`src/rtl/pixel_out_serializer_pkg.sv`:
```
`default_nettype none
// ============================================================================
// rast_pkg: shared rasterizer widths, lane counts and the parallel pixel word
// Revision: 1.0
// ============================================================================
package rast_pkg;
   localparam int XW_DEF   = 10;
   localparam int YW_DEF   = 8;
   localparam int CW_DEF   = 16;
   localparam int SER_DEF  = 2;
   localparam int FIFO_DEF = 4;

   localparam int X_LANES = XW_DEF / SER_DEF;
   localparam int Y_LANES = YW_DEF / SER_DEF;
   localparam int C_LANES = CW_DEF / SER_DEF;

   localparam int SCREEN_W = 320;
   localparam int SCREEN_H = 240;

   typedef struct packed {
      logic              last;
      logic [XW_DEF-1:0] x;
      logic [YW_DEF-1:0] y;
      logic [CW_DEF-1:0] color;
   } pixel_word_t;

   function automatic int lane_count(input int width, input int beats);
      return width / beats;
   endfunction
endpackage
`default_nettype wire

```
`src/rtl/pixel_out_serializer_if.sv`:
```
`default_nettype none
// ============================================================================
// pixel_out_serializer_if: pixel word handshake plus serialized lane outputs
// Revision: 1.0
// ============================================================================
interface pixel_out_serializer_if
   import rast_pkg::*;
#(
   parameter int XW         = XW_DEF,
   parameter int YW         = YW_DEF,
   parameter int CW         = CW_DEF,
   parameter int SER_CYCLES = SER_DEF
);
   logic                     in_valid;
   logic                     in_ready;
   logic [XW-1:0]            in_x;
   logic [YW-1:0]            in_y;
   logic [CW-1:0]            in_color;
   logic                     in_last;
   logic                     out_hold;
   logic [XW/SER_CYCLES-1:0] px;
   logic [YW/SER_CYCLES-1:0] py;
   logic [CW/SER_CYCLES-1:0] pc;
   logic                     valid;
   logic                     done;
   logic                     busy;

   modport master (
      output in_valid, in_x, in_y, in_color, in_last, out_hold,
      input  in_ready, px, py, pc, valid, done, busy
   );

   modport slave (
      input  in_valid, in_x, in_y, in_color, in_last, out_hold,
      output in_ready, px, py, pc, valid, done, busy
   );
endinterface
`default_nettype wire

```
`src/rtl/pixel_out_serializer_sync_fifo.sv`:
```
`default_nettype none
// ============================================================================
// sync_fifo: single-clock FIFO, power-of-two depth, occupancy count output
// Revision: 1.0
// ============================================================================
module sync_fifo
   import rast_pkg::*;
#(
   parameter int WIDTH = 8,
   parameter int DEPTH = FIFO_DEF
) (
   input  wire logic                     clk_i,
   input  wire logic                     rst_i,
   input  wire logic                     push_i,
   input  wire logic [WIDTH-1:0]         wdata_i,
   input  wire logic                     pop_i,
   output logic      [WIDTH-1:0]         rdata_o,
   output logic      [$clog2(DEPTH):0]   count_o,
   output logic                          full_o,
   output logic                          empty_o
);
   localparam int AW   = $clog2(DEPTH);
   localparam int CNTW = AW + 1;

   logic [WIDTH-1:0] mem_q [DEPTH];
   logic [AW-1:0]    wr_ptr_q;
   logic [AW-1:0]    rd_ptr_q;
   logic [CNTW-1:0]  count_q;
   logic             w_do_push;
   logic             w_do_pop;

   // A full FIFO refuses a push even when a pop lands on the same edge.
   assign full_o    = (count_q == CNTW'(DEPTH));
   assign empty_o   = (count_q == '0);
   assign w_do_push = push_i && !full_o;
   assign w_do_pop  = pop_i && !empty_o;
   assign rdata_o   = mem_q[rd_ptr_q];
   assign count_o   = count_q;

   always_ff @(posedge clk_i) begin
      if (w_do_push) begin
         mem_q[wr_ptr_q] <= wdata_i;
      end
   end

   always_ff @(posedge clk_i) begin
      if (rst_i) begin
         wr_ptr_q <= '0;
         rd_ptr_q <= '0;
         count_q  <= '0;
      end else begin
         if (w_do_push) wr_ptr_q <= wr_ptr_q + AW'(1);
         if (w_do_pop)  rd_ptr_q <= rd_ptr_q + AW'(1);
         case ({w_do_push, w_do_pop})
            2'b10:   count_q <= count_q + CNTW'(1);
            2'b01:   count_q <= count_q - CNTW'(1);
            default: count_q <= count_q;
         endcase
      end
   end
endmodule
`default_nettype wire

```
`src/rtl/pixel_out_serializer.sv`:
```
`default_nettype none
// ============================================================================
// pixel_out_serializer: buffers pixel words and shifts them out over lanes
// Revision: 1.0
// ============================================================================
module pixel_out_serializer
   import rast_pkg::*;
#(
   parameter int XW         = XW_DEF,
   parameter int YW         = YW_DEF,
   parameter int CW         = CW_DEF,
   parameter int SER_CYCLES = SER_DEF,
   parameter int FIFO_DEPTH = FIFO_DEF
) (
   input  wire logic          clk_i,
   input  wire logic          rst_i,
   pixel_out_serializer_if.slave pix_if
);
   localparam int XL   = lane_count(XW, SER_CYCLES);
   localparam int YL   = lane_count(YW, SER_CYCLES);
   localparam int CL   = lane_count(CW, SER_CYCLES);
   localparam int WW   = 1 + XW + YW + CW;
   localparam int BW   = (SER_CYCLES > 1) ? $clog2(SER_CYCLES) : 1;
   localparam int CNTW = $clog2(FIFO_DEPTH) + 1;
   localparam logic [BW-1:0] LAST_BEAT = BW'(SER_CYCLES - 1);

   localparam logic [0:0] ST_IDLE  = 1'b0;
   localparam logic [0:0] ST_SHIFT = 1'b1;

   if ((XW % SER_CYCLES) != 0 || (YW % SER_CYCLES) != 0 || (CW % SER_CYCLES) != 0) begin : g_bad_width
      $error("pixel_out_serializer: XW, YW and CW must be multiples of SER_CYCLES");
   end
   if (FIFO_DEPTH < 2 || (FIFO_DEPTH & (FIFO_DEPTH - 1)) != 0) begin : g_bad_depth
      $error("pixel_out_serializer: FIFO_DEPTH must be a power of two, at least 2");
   end

   logic [0:0]      state_q, state_d;
   logic [BW-1:0]   beat_q, beat_d;
   logic [XW-1:0]   sx_q, sx_d;
   logic [YW-1:0]   sy_q, sy_d;
   logic [CW-1:0]   sc_q, sc_d;
   logic            last_q, last_d;
   logic            done_q, done_d;

   logic            w_pop;
   logic            w_full;
   logic            w_empty;
   logic [WW-1:0]   w_rdata;
   logic [CNTW-1:0] w_count;
   logic            w_start;
   logic            w_shift;

   assign pix_if.in_ready = !rst_i && !w_full;

   sync_fifo #(
      .WIDTH (WW),
      .DEPTH (FIFO_DEPTH)
   ) u_fifo (
      .clk_i   (clk_i),
      .rst_i   (rst_i),
      .push_i  (pix_if.in_valid && pix_if.in_ready),
      .wdata_i ({pix_if.in_last, pix_if.in_x, pix_if.in_y, pix_if.in_color}),
      .pop_i   (w_pop),
      .rdata_o (w_rdata),
      .count_o (w_count),
      .full_o  (w_full),
      .empty_o (w_empty)
   );

   assign w_start = !w_empty && !pix_if.out_hold;

   // Each field shifts right once per beat, so lane k always reads bit k*S.
   always_comb begin
      state_d = state_q;
      beat_d  = beat_q;
      sx_d    = sx_q;
      sy_d    = sy_q;
      sc_d    = sc_q;
      last_d  = last_q;
      done_d  = 1'b0;
      w_pop   = 1'b0;
      case (state_q)
         ST_IDLE: begin
            if (w_start) begin
               w_pop   = 1'b1;
               state_d = ST_SHIFT;
               beat_d  = '0;
               {last_d, sx_d, sy_d, sc_d} = w_rdata;
            end
         end
         ST_SHIFT: begin
            if (beat_q == LAST_BEAT) begin
               done_d = last_q;
               beat_d = '0;
               if (w_start) begin
                  w_pop = 1'b1;
                  {last_d, sx_d, sy_d, sc_d} = w_rdata;
               end else begin
                  state_d = ST_IDLE;
               end
            end else begin
               beat_d = beat_q + BW'(1);
               sx_d   = sx_q >> 1;
               sy_d   = sy_q >> 1;
               sc_d   = sc_q >> 1;
            end
         end
         default: state_d = ST_IDLE;
      endcase
   end

   always_ff @(posedge clk_i) begin
      if (rst_i) begin
         state_q <= ST_IDLE;
         beat_q  <= '0;
         sx_q    <= '0;
         sy_q    <= '0;
         sc_q    <= '0;
         last_q  <= 1'b0;
         done_q  <= 1'b0;
      end else begin
         state_q <= state_d;
         beat_q  <= beat_d;
         sx_q    <= sx_d;
         sy_q    <= sy_d;
         sc_q    <= sc_d;
         last_q  <= last_d;
         done_q  <= done_d;
      end
   end

   assign w_shift = (state_q == ST_SHIFT);

   logic [XL-1:0] w_px;
   logic [YL-1:0] w_py;
   logic [CL-1:0] w_pc;

   for (genvar k = 0; k < XL; k++) begin : g_px
      assign w_px[k] = w_shift && sx_q[k*SER_CYCLES];
   end
   for (genvar k = 0; k < YL; k++) begin : g_py
      assign w_py[k] = w_shift && sy_q[k*SER_CYCLES];
   end
   for (genvar k = 0; k < CL; k++) begin : g_pc
      assign w_pc[k] = w_shift && sc_q[k*SER_CYCLES];
   end

   assign pix_if.px    = w_px;
   assign pix_if.py    = w_py;
   assign pix_if.pc    = w_pc;
   assign pix_if.valid = w_shift && (beat_q == '0);
   assign pix_if.done  = done_q;
   assign pix_if.busy  = (w_count != '0) || w_shift;
endmodule
`default_nettype wire

```
`src/flat_wrapper.sv`:
```
// flat-port wrapper written by rule: the top's interface ports become plain ports
module pixel_out_serializer_flat import rast_pkg::*;
#(
   parameter int XW         = XW_DEF,
   parameter int YW         = YW_DEF,
   parameter int CW         = CW_DEF,
   parameter int SER_CYCLES = SER_DEF,
   parameter int FIFO_DEPTH = FIFO_DEF
)
  (clk_i, rst_i, pix_if_in_valid, pix_if_in_x, pix_if_in_y, pix_if_in_color, pix_if_in_last, pix_if_out_hold, pix_if_in_ready, pix_if_px, pix_if_py, pix_if_pc, pix_if_valid, pix_if_done, pix_if_busy);
  pixel_out_serializer_if #(.XW(XW), .YW(YW), .CW(CW), .SER_CYCLES(SER_CYCLES)) pix_if_i ();
  input  wire logic clk_i;
  input  wire logic rst_i;
  input wire logic [$bits(pix_if_i.in_valid)-1:0] pix_if_in_valid;
  input wire logic [$bits(pix_if_i.in_x)-1:0] pix_if_in_x;
  input wire logic [$bits(pix_if_i.in_y)-1:0] pix_if_in_y;
  input wire logic [$bits(pix_if_i.in_color)-1:0] pix_if_in_color;
  input wire logic [$bits(pix_if_i.in_last)-1:0] pix_if_in_last;
  input wire logic [$bits(pix_if_i.out_hold)-1:0] pix_if_out_hold;
  output wire logic [$bits(pix_if_i.in_ready)-1:0] pix_if_in_ready;
  output wire logic [$bits(pix_if_i.px)-1:0] pix_if_px;
  output wire logic [$bits(pix_if_i.py)-1:0] pix_if_py;
  output wire logic [$bits(pix_if_i.pc)-1:0] pix_if_pc;
  output wire logic [$bits(pix_if_i.valid)-1:0] pix_if_valid;
  output wire logic [$bits(pix_if_i.done)-1:0] pix_if_done;
  output wire logic [$bits(pix_if_i.busy)-1:0] pix_if_busy;
  assign pix_if_i.in_valid = pix_if_in_valid;
  assign pix_if_i.in_x = pix_if_in_x;
  assign pix_if_i.in_y = pix_if_in_y;
  assign pix_if_i.in_color = pix_if_in_color;
  assign pix_if_i.in_last = pix_if_in_last;
  assign pix_if_i.out_hold = pix_if_out_hold;
  assign pix_if_in_ready = pix_if_i.in_ready;
  assign pix_if_px = pix_if_i.px;
  assign pix_if_py = pix_if_i.py;
  assign pix_if_pc = pix_if_i.pc;
  assign pix_if_valid = pix_if_i.valid;
  assign pix_if_done = pix_if_i.done;
  assign pix_if_busy = pix_if_i.busy;
  pixel_out_serializer #(.XW(XW), .YW(YW), .CW(CW), .SER_CYCLES(SER_CYCLES), .FIFO_DEPTH(FIFO_DEPTH)) u_core (.clk_i(clk_i), .rst_i(rst_i), .pix_if(pix_if_i));
endmodule
```
`config.mk`:
```
export PLATFORM = sky130hd
export DESIGN_NAME = pixel_out_serializer_flat
export DESIGN_NICKNAME = d
export VERILOG_FILES = /design/src/rtl/pixel_out_serializer_pkg.sv /design/src/rtl/pixel_out_serializer_if.sv /design/src/rtl/pixel_out_serializer_sync_fifo.sv /design/src/rtl/pixel_out_serializer.sv /design/src/flat_wrapper.sv
export SDC_FILE = /design/constraint.sdc
export NUM_CORES = 1
export LEC_CHECK = 0
export BUFFER_PORTS_ARGS = -buffer_cell sky130_fd_sc_hd__buf_2
export CORE_ASPECT_RATIO = 0.7
export CORE_MARGIN = 5
export CORE_UTILIZATION = 48
export CTS_CLUSTER_DIAMETER = 50
export DETAILED_ROUTE_END_ITERATION = 6
export GPL_ROUTABILITY_DRIVEN = 0
export GPL_TIMING_DRIVEN = 0
export PLACE_DENSITY = 0.66
export REMOVE_ABC_BUFFERS = 1
export SETUP_SLACK_MARGIN = 0.05
export SLEW_MARGIN = 25
export SYNTH_ARGS = -nofsm -noshare
export SYNTH_HDL_FRONTEND = slang
export SYNTH_HIERARCHICAL = 1
export SYNTH_SLANG_ARGS = --single-unit
```
`constraint.sdc`:
```
create_clock -name clk_i -period 3 [get_ports clk_i]
set_clock_uncertainty 0.1 [all_clocks]
set_input_delay 0.3 -clock clk_i [delete_from_list [all_inputs] [get_ports clk_i]]
set_output_delay 0.3 -clock clk_i [all_outputs]
set_load 0.01 [all_outputs]
```
## Word level (Yosys, flattened, before mapping)

Memories as Yosys holds them, arrays and structs flattened. A register that Yosys moved wholly into a read port is not among the register bits.
Cells that the tools add are included.

| cells by class | value |
|---|---|
| add/subtract/negate cells | 5 |
| reductions and logical operators | 32 |
| equality and inequality tests | 5 |
| multiplexer cells | 25 |
| bitwise operators | 2 |

Operator list:

| cell | count |
|---|---|
| $mux W16 | 2 |
| $pmux W16 S2 | 1 |
| $logic_and A1 B1 Y1 | 23 |
| $mux W10 | 2 |
| $pmux W10 S2 | 1 |
| $mux W8 | 2 |
| $pmux W8 S2 | 1 |
| $mux W1 | 9 |
| $pmux W1 S2 | 4 |
| $pmux W3 S2 | 1 |
| $add A2 B1 Y2 const B | 2 |
| $logic_not A1 Y1 | 4 |
| $mux W2 | 2 |
| $add A3 B1 Y3 const B | 1 |
| $eq A3 B3 Y1 const B | 1 |
| $logic_not A3 Y1 | 1 |
| $reduce_bool A3 Y1 | 1 |
| $reduce_or A3 Y1 | 1 |
| $sub A3 B1 Y3 const B | 1 |
| $eq A2 B1 Y1 const B | 1 |
| $eq A2 B2 Y1 const B | 1 |
| $ne A2 B1 Y1 const B | 1 |
| $ne A2 B2 Y1 const B | 1 |
| $not A1 Y1 | 2 |
| 3 further kinds | 3 |

| storage, ports and cells | value |
|---|---|
| output and inout bits | 21 |
| register bits | 45 |
| logic and storage cells | 80 |
| bits in writable memories | 140 |
| input port bits | 39 |
| memories | 1 |

Memory list:

| memory | words | bits a word | rd ports | clocked after Yosys merged registers in | wr ports | RTL line | RTL |
|---|---|---|---|---|---|---|---|
| u_core.u_fifo.mem_q | 4 | 35 | 1 | 1 | 1 | pixel_out_serializer_sync_fifo.sv:25 | `logic [WIDTH-1:0] mem_q [DEPTH];` |

## Logic depth before layout (Yosys ltp)

| depth | value |
|---|---|
| depth in word-level cells | 9 |
| mapped depth | 13 |
| depth with buffers taken out | 12 |

## Cells and area by module

Netlist, hierarchy kept.

By module, submodules not included:

| module | times used | cells each | sequential area each (um2) | area an instance (um2) |
|---|---|---|---|---|
| sync_fifo | 1 | 237 | 4,384.2 | 5,587.9 |
| pixel_out_serializer | 1 | 220 | 760.7 | 2,077.0 |

## Least setup slack after synthesis

No wires, ideal clock.

| timing path | value |
|---|---|
| path type | register -> register |
| start point | register u_core.u_fifo.count_q[0] (netlist: u_core/u_fifo/count_o[0]) |
| end point | register u_core.u_fifo.count_q[2] (netlist: u_core/u_fifo/count_o[2]) |
| setup slack | 0.385 ns |
| clock period less this slack | 2.615 ns |
| path buffers | 2 |
| required time | 2.830 ns |
| arrival time | 2.445 ns |
| setup time | 0.070 ns |
| stages on the path, launching flop included | 14 |
| path through | dfxtp_1 -> nor3_2 -> or2_1 -> buf_6 -> buf_12 -> nor2_1 -> o31ai_2 -> inv_1 -> ha_1 -> inv_1 -> fa_1 -> xor2_1 -> or3_1 -> a21oi_1 |

| on the way | value |
|---|---|
| word-level cells in the longest chain between the ends | 9 |
| elaborated cells on any way between the ends | 18 |
| classes of those cells | add/sub (2); eq/ne (3); mux (4); reduce/logical (9) |

RTL lines:

| what | RTL line | RTL |
|---|---|---|
| start, declared | pixel_out_serializer_sync_fifo.sv:28 | `logic [CNTW-1:0] count_q;` |
| start signal, assigned | pixel_out_serializer_sync_fifo.sv:55 | `2'b10: count_q <= count_q + CNTW'(1);` |
| start signal, assigned | pixel_out_serializer_sync_fifo.sv:56 | `2'b01: count_q <= count_q - CNTW'(1);` |
| start signal, assigned | pixel_out_serializer_sync_fifo.sv:57 | `default: count_q <= count_q;` |
| $logic_not A3 Y1 (*) | pixel_out_serializer_sync_fifo.sv:34 | `assign empty_o = (count_q == '0);` |
| net u_core.w_empty | pixel_out_serializer.sv:47 | `logic w_empty;` |
| $logic_not A1 Y1 (*) | pixel_out_serializer.sv:70 | `assign w_start = !w_empty && !pix_if.out_hold;` |
| $logic_and A1 B1 Y1 (*) | pixel_out_serializer.sv:70 |  |
| $mux W1 (*) | pixel_out_serializer.sv:84, pixel_out_serializer.sv:95 |  |
| $mux W1 | pixel_out_serializer.sv:92 | `if (beat_q == LAST_BEAT) begin` |
| $pmux W1 S2 (*) | pixel_out_serializer.sv:82 | `case (state_q)` |
| net u_core.w_pop | pixel_out_serializer.sv:45 | `logic w_pop;` |
| $logic_and A1 B1 Y1 (*) | pixel_out_serializer_sync_fifo.sv:36 | `assign w_do_pop = pop_i && !empty_o;` |
| net u_core.u_fifo.w_do_pop | pixel_out_serializer_sync_fifo.sv:30 | `logic w_do_pop;` |
| $eq A2 B1 Y1 or $eq A2 B2 Y1 (tied branches) | pixel_out_serializer_sync_fifo.sv:54 | `case ({w_do_push, w_do_pop})` |
| $pmux W3 S2 or $reduce_bool A2 Y1 (tied branches) | -- |  |

The timed path passes the listed nets; every way through them passes the cells marked *.
A chain may end at the register's enable or synchronous reset.

## Worst setup path in the final report

| timing path | value |
|---|---|
| start point | register u_core.state_q |
| end point | register u_core.u_fifo.count_q[2] (netlist: u_core/u_fifo/count_o[2]) |

| on the way | value |
|---|---|
| word-level cells in the longest chain between the ends | 5 |
| elaborated cells on any way between the ends | 7 |
| classes of those cells | eq/ne (2); mux (2); bitwise (1); reduce/logical (2) |

RTL lines:

| what | RTL line | RTL |
|---|---|---|
| start, declared | pixel_out_serializer.sv:37 | `logic [0:0] state_q, state_d;` |
| start signal, assigned | pixel_out_serializer.sv:122 | `state_q <= state_d;` |
| $not A1 Y1 | -- |  |
| $pmux W1 S2 (*) | pixel_out_serializer.sv:82 |  |
| net u_core.w_pop | pixel_out_serializer.sv:45 |  |
| $logic_and A1 B1 Y1 (*) | pixel_out_serializer_sync_fifo.sv:36 |  |
| net u_core.u_fifo.w_do_pop | pixel_out_serializer_sync_fifo.sv:30 |  |
| $eq A2 B1 Y1 or $eq A2 B2 Y1 (tied branches) | pixel_out_serializer_sync_fifo.sv:54 |  |
| $pmux W3 S2 or $reduce_bool A2 Y1 (tied branches) | -- |  |

Marked as above.

==> impl_metrics.tcl <==
set metrics [dict create \
    slew_headroom_pct 31.2 \
    cts.clk_slew.worst_paths_ps 70 \
    fin_nets 596 \
    cp_common_cell "inv_1" \
    grt_pass1_wl_um 23400 \
    root_buffer "clkbuf_16" \
    synth-edff-count 140 \
    cts_made_buffers 17 \
    min_from "pix_if_in_color[14]" \
    final-seq-area_mm2 0.00516 \
    cts_buffer_depth 2 \
    area_delta_synth_final_pct 18.4 \
    wl_per_cell_um 19.4 \
    r2r-start "u_core/state_q" \
    vdd_drop_max_v 0.000358 \
    hold_viol 0 \
    start_util_pct 49.1 \
    period_minus_slack_ps 2810 \
    grt_util_all_layers_pct 16.5 \
    first_pass_iters 5 \
    final_area_mm2 0.00908 \
    synth.cell_area_mm2 0.00766 \
    min_period_over_period_pct 93.8 \
    synth_top_cell_by_area "edfxtp_1" \
    synth-seq-cells 187 \
    crit_chain "nand2b_4 > buf_16 > clkinvlp_4 > nor2_1 > o31ai_2 > inv_1 > ha_1 > inv_1 > fa_1 > xor2_1 > or3_1 > a21oi_1" \
    cpPeakStageDelay_ps 450 \
    fp.dieW_um 161 \
    cp.arrival_ps 3060 \
    vias_per_cell 5.40 \
    grt_setup_unrepaired "no" \
    pin_count 60 \
    synth_seq_area_share_pct 67.1 \
    multi_input_area_mm2 0.00218 \
    syn_inst 457 \
    drc_errors 0 \
    synth_most_common_cell "edfxtp_1" \
    synth.avg_cell_area_um2 16.8 \
    finish.utilization_pct 58.2 \
    nFillCells 1192 \
    powerDensity_mw_per_mm2 632 \
    antenna_found_initial 0 \
    place_area_mm2 0.00809 \
    n_antenna_cell 0 \
    fmax_mhz 355 \
    wirelength_um 14800 \
    critPathMaxFanout 25 \
    dp_hpwl_um 8750 \
    synth_common_cells "140 x edfxtp_1, 47 x dfxtp_1, 39 x nor2_1" \
    run_status "finished clean" \
    fin_ws_ps 186 \
    grt_max_degree 50 \
    dp_slack_ps -375 \
    crit_required_ps 3240 \
    tns_ps 0 \
    cp-start-kind "flop" \
    vias 4122 \
    setup-violations-final 0 \
    ys_warn_count 6 \
    core_area_mm2 0.0156 \
    reg2reg_slack_ps 190 \
    crit_type "reg -> reg" \
    cp_slowest_cell "dfxtp_4" \
    worst_setup_path_end_kind "flop" \
    cts_tree "yes" \
    die_height_um 116 \
    finalMaxSlewViolations 0 \
    startpoint "u_core/state_q" \
    grt_pass1_vias 4348 \
    layout-drive-gt1-share_pct 35.5 \
    maxCapViolCount 0 \
    cts.htree.levels 4 \
    portBuffers 59 \
    final_cells 764 \
    synthTopCellsByArea "edfxtp_1 55%, dfxtp_1 12%, mux4_2 8.8%" \
    clkSinkCount 187 \
    synthDistinctLibCells 41 \
    die_area_mm2 0.0186 \
    rows 38 \
    worstMarginPinSlew_ps 1030 \
    dp_cells 695 \
    drt_iter0_drc 336 \
    overflow 0 \
    synthFlopType "edfxtp_1" \
    ant_nets 0 \
    async_reset_ff_share_pct 0 \
    hp-class "in -> reg" \
    leakage_nw 3.10 \
    synth_top_area_share_pct 54.8 \
    worstSkewPairLatency_ps 420 \
]
-- per-stage QoR --
stage	hold slack, ps	power, W
floorplan	268	0.00331
global placement	368	0.00345
detailed placement	373	0.00349
CTS	3.20	0.00578
global route	8.90	0.00598
finish	22.3	0.00574
-- worst max-delay path, delay by kind of cell (launching register included) --
kind / cells / cell delay, ps
buf+inv: 4 / 520
flops: 1 / 450
fa+ha+maj: 2 / 540
compound gates: 2 / 260
simple gates: 3 / 690
xor+xnor: 1 / 160
-- area by class of cell --
class / instances / area share, %
clock buffers: 18 / 4.73
clock inverters: 14 / 1.85
inverters: 9 / 0.413
multi-input cells: 232 / 24.0
flip-flops and latches: 187 / 56.8
well taps: 200 / 2.76
repair buffers: 104 / 9.43
-- sequential cells by signal, summed over array words and instances, names as in the netlist, named ones only --
signal and flops:
u_core/u_fifo/wr_ptr_q 2, u_core/u_fifo/mem_q 140, u_core/sc_q 16, u_core/beat_q 1, u_core/pix_if.done 1, u_core/u_fifo/rd_ptr_q 2, u_core/last_q 1, u_core/sx_q 10
u_core/u_fifo/count_o 3, u_core/state_q 1, u_core/sy_q 8
-- worst paths after layout --
path	to	cells after the start
setup / recovery	u_core/u_fifo/count_o[2]	12
hold / removal	u_core/u_fifo/mem_q[3][14]	1
setup reg to reg	u_core/u_fifo/count_o[2]	12
hold reg to reg	u_core/sc_q[7]	2
-- what timing repair did --
item	in CTS	in global routing
gates resized for setup	2	5
hold buffers	32	0
cloned	0	1
setup buffers	1	3
pin swaps	0	1
setup endpoints to repair	3	1
endpoints found under the hold margin	127	0
-- kinds of logic (layout without fill, tap and decap cells) --
logic type / Yosys count / in the layout / share of synthesized area, %
AND/OR/NAND/NOR: 141 / 141 / 9.27
flip-flops: 187 / 187 / 67.1
adder cells (fa/ha/maj): 6 / 6 / 1.08
buffers and inverters: 38 / 145 / 4.59
XOR/XNOR: 3 / 3 / 0.343
multiplexers: 39 / 39 / 11.1
AO/OA/AOI/OAI: 43 / 43 / 6.55
-- layout by cell type (no fill, tap or decap), types with 2 or more instances in the layout --
cell	count
dfxtp_2	4
edfxtp_1	140
inv_6	2
clkinv_1	2
clkinv_2	2
buf_12	5
buf_16	3
nand2_2	26
dfxtp_4	2
o21ai_0	3
clkbuf_16	18
a311oi_2	26
dfxtp_1	41
nor3_1	3
a311oi_1	5
nor2_1	39
and2_1	18
or3_1	3
mux4_2	30
buf_4	5
ha_1	5
xor2_1	3
and2_2	4
inv_1	8
a21oi_1	7
buf_2	58
mux2i_1	4
nand2b_1	2
mux4_1	5
nand2_1	37
dlygate4sd3_1	32
clkinvlp_4	4
bufinv_16	3
-- power breakdown --
| part | switching [W] | internal (W) | total (W) |
|---|---|---|---|
| clock network | 0.000929 | 0.00131 | 0.00224 |
| registers | 0.0000823 | 0.00289 | 0.00297 |
| logic | 0.000278 | 0.000242 | 0.000519 |
| total | 0.00129 | 0.00445 | 0.00574 |
-- layer usage --
layer	global-route usage, %	wire [um]	vias to the layer above
met4	5.23	128	0
met5	0	0	-
met3	3.80	665	13
met2	27.1	7220	85
li1	-	-	1928
met1	22.3	6780	2096
(Power assumes the default switching activity.)
